<file path="src/rtl/lsu_mem_master.sv">
// Single-outstanding load/store initiator toward the data-memory bus (AR/R/AW/W/B plus len/load_unsign).
// Optional `LSU_TIMEOUT_EN: forces an error response after TIMEOUT_CYCLES without rvalid/bvalid.
module lsu_mem_master #(
  parameter int TIMEOUT_CYCLES = 256
) (
  input  logic        clk,
  input  logic        reset,
  input  logic        req_valid,
  output logic        req_ready,
  input  logic        req_wen,
  input  logic [31:0] req_addr,
  input  logic [31:0] req_wdata,
  input  logic [31:0] req_len,
  input  logic        req_unsign,
  output logic        resp_valid,
  input  logic        resp_ready,
  output logic [31:0] resp_rdata,
  output logic        resp_err,
  output logic        arvalid,
  output logic [31:0] araddr,
  output logic        load_unsign,
  input  logic        arready,
  input  logic [31:0] rdata,
  input  logic        rresp,
  input  logic        rvalid,
  output logic        rready,
  output logic        awvalid,
  output logic [31:0] awaddr,
  input  logic        awready,
  output logic        wvalid,
  output logic [31:0] wdata,
  output logic [31:0] len,
  input  logic        wready,
  input  logic        bresp,
  input  logic        bvalid,
  output logic        bready
);
  typedef enum logic [2:0] {S_IDLE, S_RD, S_WR, S_WR_B, S_RESP} state_e;

  state_e      state_q, state_d;
  logic        req_ready_q, req_ready_d, resp_valid_q, resp_valid_d, resp_err_q, resp_err_d;
  logic [31:0] rdata_q, rdata_d, addr_q, addr_d, wdata_q, wdata_d, len_q, len_d;
  logic        uns_q, uns_d, arvalid_q, arvalid_d, rready_q, rready_d;
  logic        awvalid_q, awvalid_d, wvalid_q, wvalid_d, bready_q, bready_d, bseen_q, bseen_d;
  logic        req_ok, aw_fin, w_fin, b_done, tmo_hit;

  assign req_ok = (req_len == 32'd1) ||
                  (req_len == 32'd2 && !req_addr[0]) ||
                  (req_len == 32'd4 && req_addr[1:0] == 2'b00);
  assign aw_fin = !awvalid_q || awready;
  assign w_fin  = !wvalid_q || wready;
  assign b_done = (bvalid && bready_q) || bseen_q;

  // arready is tied high by the memory; bresp carries no information for this core
  logic unused_ok;
  assign unused_ok = &{1'b0, arready, bresp};

`ifdef LSU_TIMEOUT_EN
  localparam int TMO_W = (TIMEOUT_CYCLES > 2) ? $clog2(TIMEOUT_CYCLES) : 1;
  logic [TMO_W-1:0] tmo_q;
  logic             busy;
  assign busy    = (state_q == S_RD) || (state_q == S_WR) || (state_q == S_WR_B);
  assign tmo_hit = busy && (tmo_q == TMO_W'(TIMEOUT_CYCLES - 1));
  always_ff @(posedge clk) begin
    if (reset || !busy || state_d != state_q) tmo_q <= '0;
    else                                      tmo_q <= tmo_q + 1'b1;
  end
`else
  localparam int UNUSED_TMO = TIMEOUT_CYCLES;
  assign tmo_hit = 1'b0;
`endif

  always_ff @(posedge clk) begin
    if (reset) state_q <= S_IDLE;
    else       state_q <= state_d;
  end

  always_comb begin
    state_d = state_q;
    unique case (state_q)
      S_IDLE: if (req_valid) state_d = !req_ok ? S_RESP : (req_wen ? S_WR : S_RD);
      S_RD:   if (rvalid || tmo_hit) state_d = S_RESP;
      S_WR:   if (aw_fin && w_fin) state_d = S_WR_B;
              else if (tmo_hit)    state_d = S_RESP;
      S_WR_B: if (b_done || tmo_hit) state_d = S_RESP;
      S_RESP: if (resp_ready) state_d = S_IDLE;
      default: state_d = S_IDLE;
    endcase
  end

  always_comb begin
    req_ready_d  = (state_d == S_IDLE);
    resp_valid_d = resp_valid_q;
    resp_err_d   = resp_err_q;
    rdata_d      = rdata_q;
    addr_d       = addr_q;
    wdata_d      = wdata_q;
    len_d        = len_q;
    uns_d        = uns_q;
    arvalid_d    = arvalid_q;
    rready_d     = rready_q;
    awvalid_d    = awvalid_q;
    wvalid_d     = wvalid_q;
    bready_d     = bready_q;
    bseen_d      = bseen_q;
    unique case (state_q)
      S_IDLE: if (req_valid) begin
        addr_d  = req_addr;
        wdata_d = req_wdata;
        len_d   = req_len;
        uns_d   = req_unsign;
        rdata_d = '0;
        bseen_d = 1'b0;
        if (!req_ok) begin
          resp_valid_d = 1'b1;
          resp_err_d   = 1'b1;
        end else if (req_wen) begin
          awvalid_d = 1'b1;
          wvalid_d  = 1'b1;
          bready_d  = 1'b1;
        end else begin
          arvalid_d = 1'b1;
          rready_d  = 1'b1;
        end
      end
      S_RD: if (state_d == S_RESP) begin
        arvalid_d    = 1'b0;
        rready_d     = 1'b0;
        resp_valid_d = 1'b1;
        resp_err_d   = !(rvalid && rresp);
        rdata_d      = (rvalid && rresp) ? rdata : '0;
      end
      S_WR: begin
        awvalid_d = !aw_fin;
        wvalid_d  = !w_fin;
        // a B beat can overtake the W handshake; remember it for WR_B
        if (bvalid && bready_q) bseen_d = 1'b1;
        if (state_d == S_RESP) begin
          awvalid_d    = 1'b0;
          wvalid_d     = 1'b0;
          bready_d     = 1'b0;
          resp_valid_d = 1'b1;
          resp_err_d   = 1'b1;
        end
      end
      S_WR_B: if (state_d == S_RESP) begin
        bready_d     = 1'b0;
        resp_valid_d = 1'b1;
        resp_err_d   = !b_done;
      end
      S_RESP: if (resp_ready) begin
        resp_valid_d = 1'b0;
        resp_err_d   = 1'b0;
        rdata_d      = '0;
      end
      default: ;
    endcase
  end

  always_ff @(posedge clk) begin
    if (reset) begin
      req_ready_q <= 1'b1; resp_valid_q <= 1'b0; resp_err_q <= 1'b0; rdata_q <= '0;
      addr_q <= '0; wdata_q <= '0; len_q <= '0; uns_q <= 1'b0;
      arvalid_q <= 1'b0; rready_q <= 1'b0; awvalid_q <= 1'b0; wvalid_q <= 1'b0;
      bready_q <= 1'b0; bseen_q <= 1'b0;
    end else begin
      req_ready_q <= req_ready_d; resp_valid_q <= resp_valid_d; resp_err_q <= resp_err_d; rdata_q <= rdata_d;
      addr_q <= addr_d; wdata_q <= wdata_d; len_q <= len_d; uns_q <= uns_d;
      arvalid_q <= arvalid_d; rready_q <= rready_d; awvalid_q <= awvalid_d; wvalid_q <= wvalid_d;
      bready_q <= bready_d; bseen_q <= bseen_d;
    end
  end

  assign req_ready   = req_ready_q;
  assign resp_valid  = resp_valid_q;
  assign resp_err    = resp_err_q;
  assign resp_rdata  = rdata_q;
  assign arvalid     = arvalid_q;
  assign araddr      = addr_q;
  assign awaddr      = addr_q;
  assign load_unsign = uns_q;
  assign rready      = rready_q;
  assign awvalid     = awvalid_q;
  assign wvalid      = wvalid_q;
  assign wdata       = wdata_q;
  assign len         = len_q;
  assign bready      = bready_q;
endmodule

</file>
<file path="config.mk">
export PLATFORM = sky130hd
export DESIGN_NAME = lsu_mem_master
export DESIGN_NICKNAME = d
export VERILOG_FILES = /design/src/rtl/lsu_mem_master.sv
export SDC_FILE = /design/constraint.sdc
export NUM_CORES = 1
export LEC_CHECK = 0
export CORE_UTILIZATION = 38
export DETAILED_ROUTE_END_ITERATION = 12
export GPL_ROUTABILITY_DRIVEN = 0
export GPL_TIMING_DRIVEN = 0
export PLACE_DENSITY = 0.81
export SLEW_MARGIN = 0
export SYNTH_ARGS = -nofsm -noshare
export SYNTH_HDL_FRONTEND = slang
export SYNTH_SLANG_ARGS = --single-unit
</file>
<file path="constraint.sdc">
create_clock -name clk -period 2 [get_ports clk]
set_input_delay 0.3 -clock clk [delete_from_list [all_inputs] [get_ports clk]]
set_output_delay 0.3 -clock clk [all_outputs]
set_load 0.02 [all_outputs]
</file>
# [After elaboration in Yosys (flattened, before gate mapping)]
# Cells that the tools add are included.
# W data, S select, Z words.
[word_totals] out_inout_bits=169 wordCells=107 inputBits=141 reg_bits=140
[classes] n_reduce_logical=36 n_eq_ne=20 n_mux=37
[op_table] op="$mux W32" count=4
[op_table] op="$pmux W32 S3" count=1
[op_table] op="$eq A32 B1 Y1 const B" count=1
[op_table] op="$eq A32 B2 Y1 const B" count=1
[op_table] op="$eq A32 B3 Y1 const B" count=1
[op_table] op="$ne A2 B2 Y1 const B" count=10
[op_table] op="$mux W3" count=6
[op_table] op="$mux W1" count=17
[op_table] op="$pmux W3 S5" count=1
[op_table] op="$reduce_and A5 Y1" count=3
[op_table] op="$pmux W1 S2" count=5
[op_table] op="$reduce_and A4 Y1" count=2
[op_table] op="$logic_not A1 Y1" count=7
[op_table] op="$reduce_and A7 Y1" count=1
[op_table] op="$eq A3 B2 Y1 const B" count=2
[op_table] op="$eq A3 B3 Y1 const B" count=2
[op_table] op="$logic_not A3 Y1" count=2
[op_table] op="$reduce_bool A2 Y1" count=3
[op_table] op="$reduce_bool A3 Y1" count=2
[op_table] op="$logic_and A1 B1 Y1" count=5
[op_table] op="$logic_or A1 B1 Y1" count=5
[op_table] op="$pmux W1 S5" count=1
[op_table] op="$reduce_bool A5 Y1" count=1
[op_table] op="$ne A2 B1 Y1 const B" count=2
[op_table] op="8 further kinds" count=8

# [Depth between registers and ports, before layout]
[depth] depth_word=10 ltp_mapped=7 depth_no_buf=5

# [Worst setup path before layout]
# No wires, ideal clock.
[synth_path] path_type="input port to flip-flop" startpoint="input req_len[31]" endpoint="register resp_valid_q (netlist: resp_valid)" setup_ps=135 path_stages=5 arrival_time_ps=1364 setup_slack_ps=501 required_ps=1865 n_path_buf=0 path_cell_list="nor4_2 nand4_1 or2_4 o41ai_4 a221oi_2"
[synth_between] elab_chain_len=10 elab_cells_between_ends=14 cone_classes="eq/ne (6); mux (3); reduce/logical (5)"
[synth_lines] element="start: declaration" line="13" source="input logic [31:0] req_len,"
[synth_lines] element="$eq A32 B2 Y1" line="48" source="(req_len == 32'd2 && !req_addr[0]) ||"
[synth_lines] element="$logic_and A1 B1 Y1" line="48"
[synth_lines] element="$logic_or A1 B1 Y1" line="47" source="assign req_ok = (req_len == 32'd1) ||"
[synth_lines] element="$logic_or A1 B1 Y1 (*)" line="48"
[synth_lines] element="$mux W3 (2 in series)" line="81" source="S_IDLE: if (req_valid) state_d = !req_ok ? S_RESP : (req_wen ? S_WR : S_RD);"
[synth_lines] element="$pmux W3 S5" line="80" source="unique case (state_q)"
[synth_lines] element="$eq A3 B3 Y1" line="126, 138, 146"
[synth_lines] element="$ne A2 B1 Y1 (no source line)"
[synth_lines] element="$reduce_and A5 Y1 (no source line) (*)"
[synth_lines] element="end signal: assignment" line="167" source="req_ready_q <= req_ready_d; resp_valid_q <= resp_valid_d; resp_err_q <= resp_err_d; rdata_q <= rdata_d;"
[synth_lines] element="end: declaration" line="41" source="logic req_ready_q, req_ready_d, resp_valid_q, resp_valid_d, resp_err_q, resp_err_d;"
# Every way passes the cells marked *; elsewhere a longest branch is shown, timed or not.
# A chain may end at the register's enable or synchronous reset.

# [Final worst setup path]
[layout_path] startpoint="register state_q[2]" endpoint="register awvalid_q (netlist: awvalid)"
[layout_between] elab_chain_len=5 elab_cells_between_ends=19 cone_classes="eq/ne (8); mux (8); reduce/logical (3)"
[layout_lines] element="start: declaration" line="40" source="state_e state_q, state_d;"
[layout_lines] element="start signal: assignment" line="75" source="else state_q <= state_d;"
[layout_lines] element="$eq A3 B3 Y1 (tied with other cells)" line="80"
[layout_lines] element="$pmux W3 S5" line="80"
[layout_lines] element="$eq A3 B3 Y1" line="138" source="if (state_d == S_RESP) begin"
[layout_lines] element="$mux W1" line="138"
[layout_lines] element="$pmux W1 S2" line="106" source="unique case (state_q)"
[layout_lines] element="end signal: assignment" line="169" source="arvalid_q <= arvalid_d; rready_q <= rready_d; awvalid_q <= awvalid_d; wvalid_q <= wvalid_d;"
[layout_lines] element="end: declaration" line="44" source="logic awvalid_q, awvalid_d, wvalid_q, wvalid_d, bready_q, bready_d, bseen_q, bseen_d;"
# Several ways; a longest one is shown, not always the timed one.

==> summary.txt <==
Clocking
  – CTS tree: yes
  – Maximum root-to-sink buffer count: 2
  – Clock Sinks: 140
  – Reg clk slew, reported paths: 50 ps
  – Post-CTS Setup Bufs: 0
  – Worst-Skew Late Latency: 410 ps
  – Root Buffer Master: clkbuf_16
  – CTS buffer count: 17
  – H-tree Lvls: 4

Critical path
  – Critical path's top delay family: simple AND/OR/NAND/NOR gates
  – R2r startpoint: state_q[2]
  – Data arrival, critical path: 2180 ps
  – R2r setup slk: 150 ps
  – CP Cell Sequence: nor2_2 > and3_1 > buf_2 > buf_4 > nand4b_1 > a21oi_1
  – Element type at the critical path start: register
  – Crit. End Element: register
  – Worst Path Class, Setup: register to register
  – Critical path data required time: 2330 ps
  – Buf/Inv on CP: 2
  – CP endpoint: awvalid
  – Stages on worst setup path: 6
  – FF-to-FF End: awvalid
  – R2R depth: 6
  – CP max stage delay: 370 ps
  – Critical Path Start: state_q[2]
  – Slowest CP cell: dfxtp_1
  – CP Max Fanout: 10

Synth
  – Mux contribution to synthesized area: 0.188%
  – Largest family of logic cells by synthesized area: simple AND/OR/NAND/NOR gates
  – Yosys reg bits: 140
  – Cells after Synth: 650
  – Synth Cell Area: 5330 um2
  – Post-synthesis sequential area ratio: 52.6%
  – Post-synthesis cell type count: 38
  – XOR/XNOR Fraction of Synth Area: 0%
  – Simple-gate share of the synthesized area: 20.4%
  – Post-Synth Adder-Cell Area: 0%
  – Synthesized net count: 791
  – Synth Area in Compound Gates: 18.1%
  – Average cell area after synthesis: 8.20 um2
  – Synth Warn #: 0

Drt
  – Via-to-Cell Ratio: 4.85
  – DR WL/cell: 15.1 um
  – Final wirelength: 17500 um
  – DRC viols: 0
  – Initial drt markers: 289
  – Post-DRT Antenna Nets: 0
  – Via total after detailed routing: 5636
  – First-pass DRT Iterations: 4

Power and ir drop
  – VDD IR-drop max: 0.510 mV
  – Lkg Pwr: 0.00346 uW
  – PwrDens: 787 nW/um2

Finish
  – Number of fill cells: 1116
  – Fraction of layout cells with a size suffix above 1: 8.82%
  – Area Growth Syn to Fin: 71.8%
  – Final #Nets: 1117
  – # diodes: 0
  – Fin util: 68.1%
  – Reg area: 2800 um2
  – Layout Cells excl Fill: 1162
  – Multi-input gate area: 2060 um2

Die
  – Site Rows: 42
  – Die width: 120 um
  – Die area: 14500 um2
  – Core box area: 13500 um2
  – Initial Utilization: 39.6%
  – Die H: 120 um
  – Top-Level Pins: 310

Global routing
  – Global-route wire length before repair: 27000 um
  – Initial antenna violation count: 0
  – GR Overflow Total: 0
  – Total track usage: 24.1%
  – Number of global-route vias before repair: 5398
  – Largest net degree at the start of global routing: 17

Timing
  – Final hold vios: 0
  – Final Cycle Share: 92.6%
  – RSZ-0062 raised after global routing: false
  – Worst-margin pin slew: 639 ps
  – Final setup fails: 0
  – Slew headroom: 56.3%
  – Tmin final: 1850 ps
  – Slew Viols, Final: 0
  – Clk_skew: 3.84 ps
  – Worst setup margin: 149 ps
  – Highest Clock Rate: 540 MHz

Worst hold path
  – Worst min path class: input port to register

Placement
  – Setup WS pre-CTS: -220 ps
  – DP HPWL: 13600 um
  – Port Buffers: 307
  – Post-Place Cells: 1133

Run status
  – Status: finished clean

Run
  – Max cap viols: 0
[synthesized netlist by cell type (all sizes together)]
library cell | number | share of area, %
a221oi | 1 | 0.28
and3 | 1 | 0.12
o2bb2ai | 1 | 0.16
a211oi | 1 | 0.14
nor3 | 4 | 0.38
mux2i | 1 | 0.19
a22oi | 32 | 4.5
inv | 6 | 0.42
a311o | 1 | 0.19
dfxtp | 140 | 53
nand2b | 3 | 0.35
clkbuf | 25 | 1.8
o22ai | 1 | 0.12
or2 | 2 | 0.28
a2111oi | 1 | 0.16
o21ai | 4 | 0.38
buf | 53 | 6.6
a21o | 2 | 0.28
nand2 | 201 | 14
nand4b | 1 | 0.16
nand3 | 4 | 0.38
nand4 | 1 | 0.12
a22o | 1 | 0.16
nor2 | 37 | 2.7
or3b | 1 | 0.16
o41ai | 1 | 0.52
o31ai | 1 | 0.14
nor4 | 7 | 1.4
and4 | 1 | 0.16
a211o | 2 | 0.33
a21oi | 111 | 10
a31oi | 1 | 0.12
o221ai | 1 | 0.16
[cells in the final DEF (no fill, tap or decap), types with 3 or more instances in the layout]
master,synthesis,routed
buf_2,19,19
clkbuf_16,0,17
clkdlybuf4s50_1,0,307
o21ai_0,3,3
clkbuf_1,25,31
inv_1,6,6
a21oi_1,111,111
nand2b_1,3,3
nand3_1,4,3
nor2_1,35,35
clkbuf_8,0,3
buf_4,34,34
nor3_1,4,4
nand2_1,201,201
dfxtp_1,140,140
nor4_2,5,5
a22oi_1,32,32
[cells by family (layout without fill, tap and decap cells)]
family,count (synthesis),count (layout)
AND/OR/NAND/NOR,263,263
buffers and inverters,84,420
flip-flops,140,140
AO/OA/AOI/OAI,162,162
multiplexers,1,1
[flip-flops by register name (all words and copies together), names as in the netlist]
name         flops
bready           1
bseen_q          1
load_unsign      1
state_q          3
wvalid           1
wdata           32
araddr          32
awvalid          1
rready           1
req_ready        1
resp_valid       1
resp_err         1
resp_rdata      32
len             32
[timing repair]
action / in CTS / in global routing
endpoints found under the setup margin: 0 / 12
hold buffers: 0 / 0
endpoints found under the hold margin: 0 / 0
gates resized for setup: 0 / 3
[tightest hold or removal path, stage by stage]
cell and delay (ps):
clkdlybuf4s50_1 400, nand2_1 50, a21oi_1 50
[stage by stage]
stage	power [uW]	hold slack (ps)	instance area [um2]	TNS [ps]
after CTS	7270	426	9150	0
after global routing	7530	435	9160	0
after global placement	4390	441	8620	-3510
final	7210	435	9160	0
after detailed placement	4410	446	8620	-4390
after floorplan	3660	388	5330	0
[worst min-delay path by stage]
| stage | from | end | cells after the start |
|---|---|---|---|
| final | req_addr[30] | araddr[30] | 3 |
| after global placement | len[25] | len[25] | 2 |
| after global routing | req_addr[20] | araddr[20] | 3 |
| after floorplan | resp_ready | resp_valid | 1 |
| after CTS | req_wdata[18] | wdata[18] | 3 |
| after detailed placement | wdata[24] | wdata[24] | 2 |
[cell type report]
type	count	area share [%]
inverters	6	0.246
clock inverters	2	0.383
well taps	176	2.41
plain buffers	78	4.86
clock buffers	27	5.38
multi-input cells	426	22.5
flip-flops and latches	140	30.6
repair buffers	307	33.6
[per-layer routing]
layer  routed length (um)  track usage (%)
met5                    0                0
met1                 6610             24.5
met3                 1480             8.07
met2                 9090             45.1
met4                  348             9.26
[power breakdown]
part / total [uW] / internal, uW / switching, uW
combinational: 1340 / 692 / 649
clock: 2860 / 1790 / 1070
sequential: 3010 / 2930 / 81.7
(Power assumes the default switching activity.)
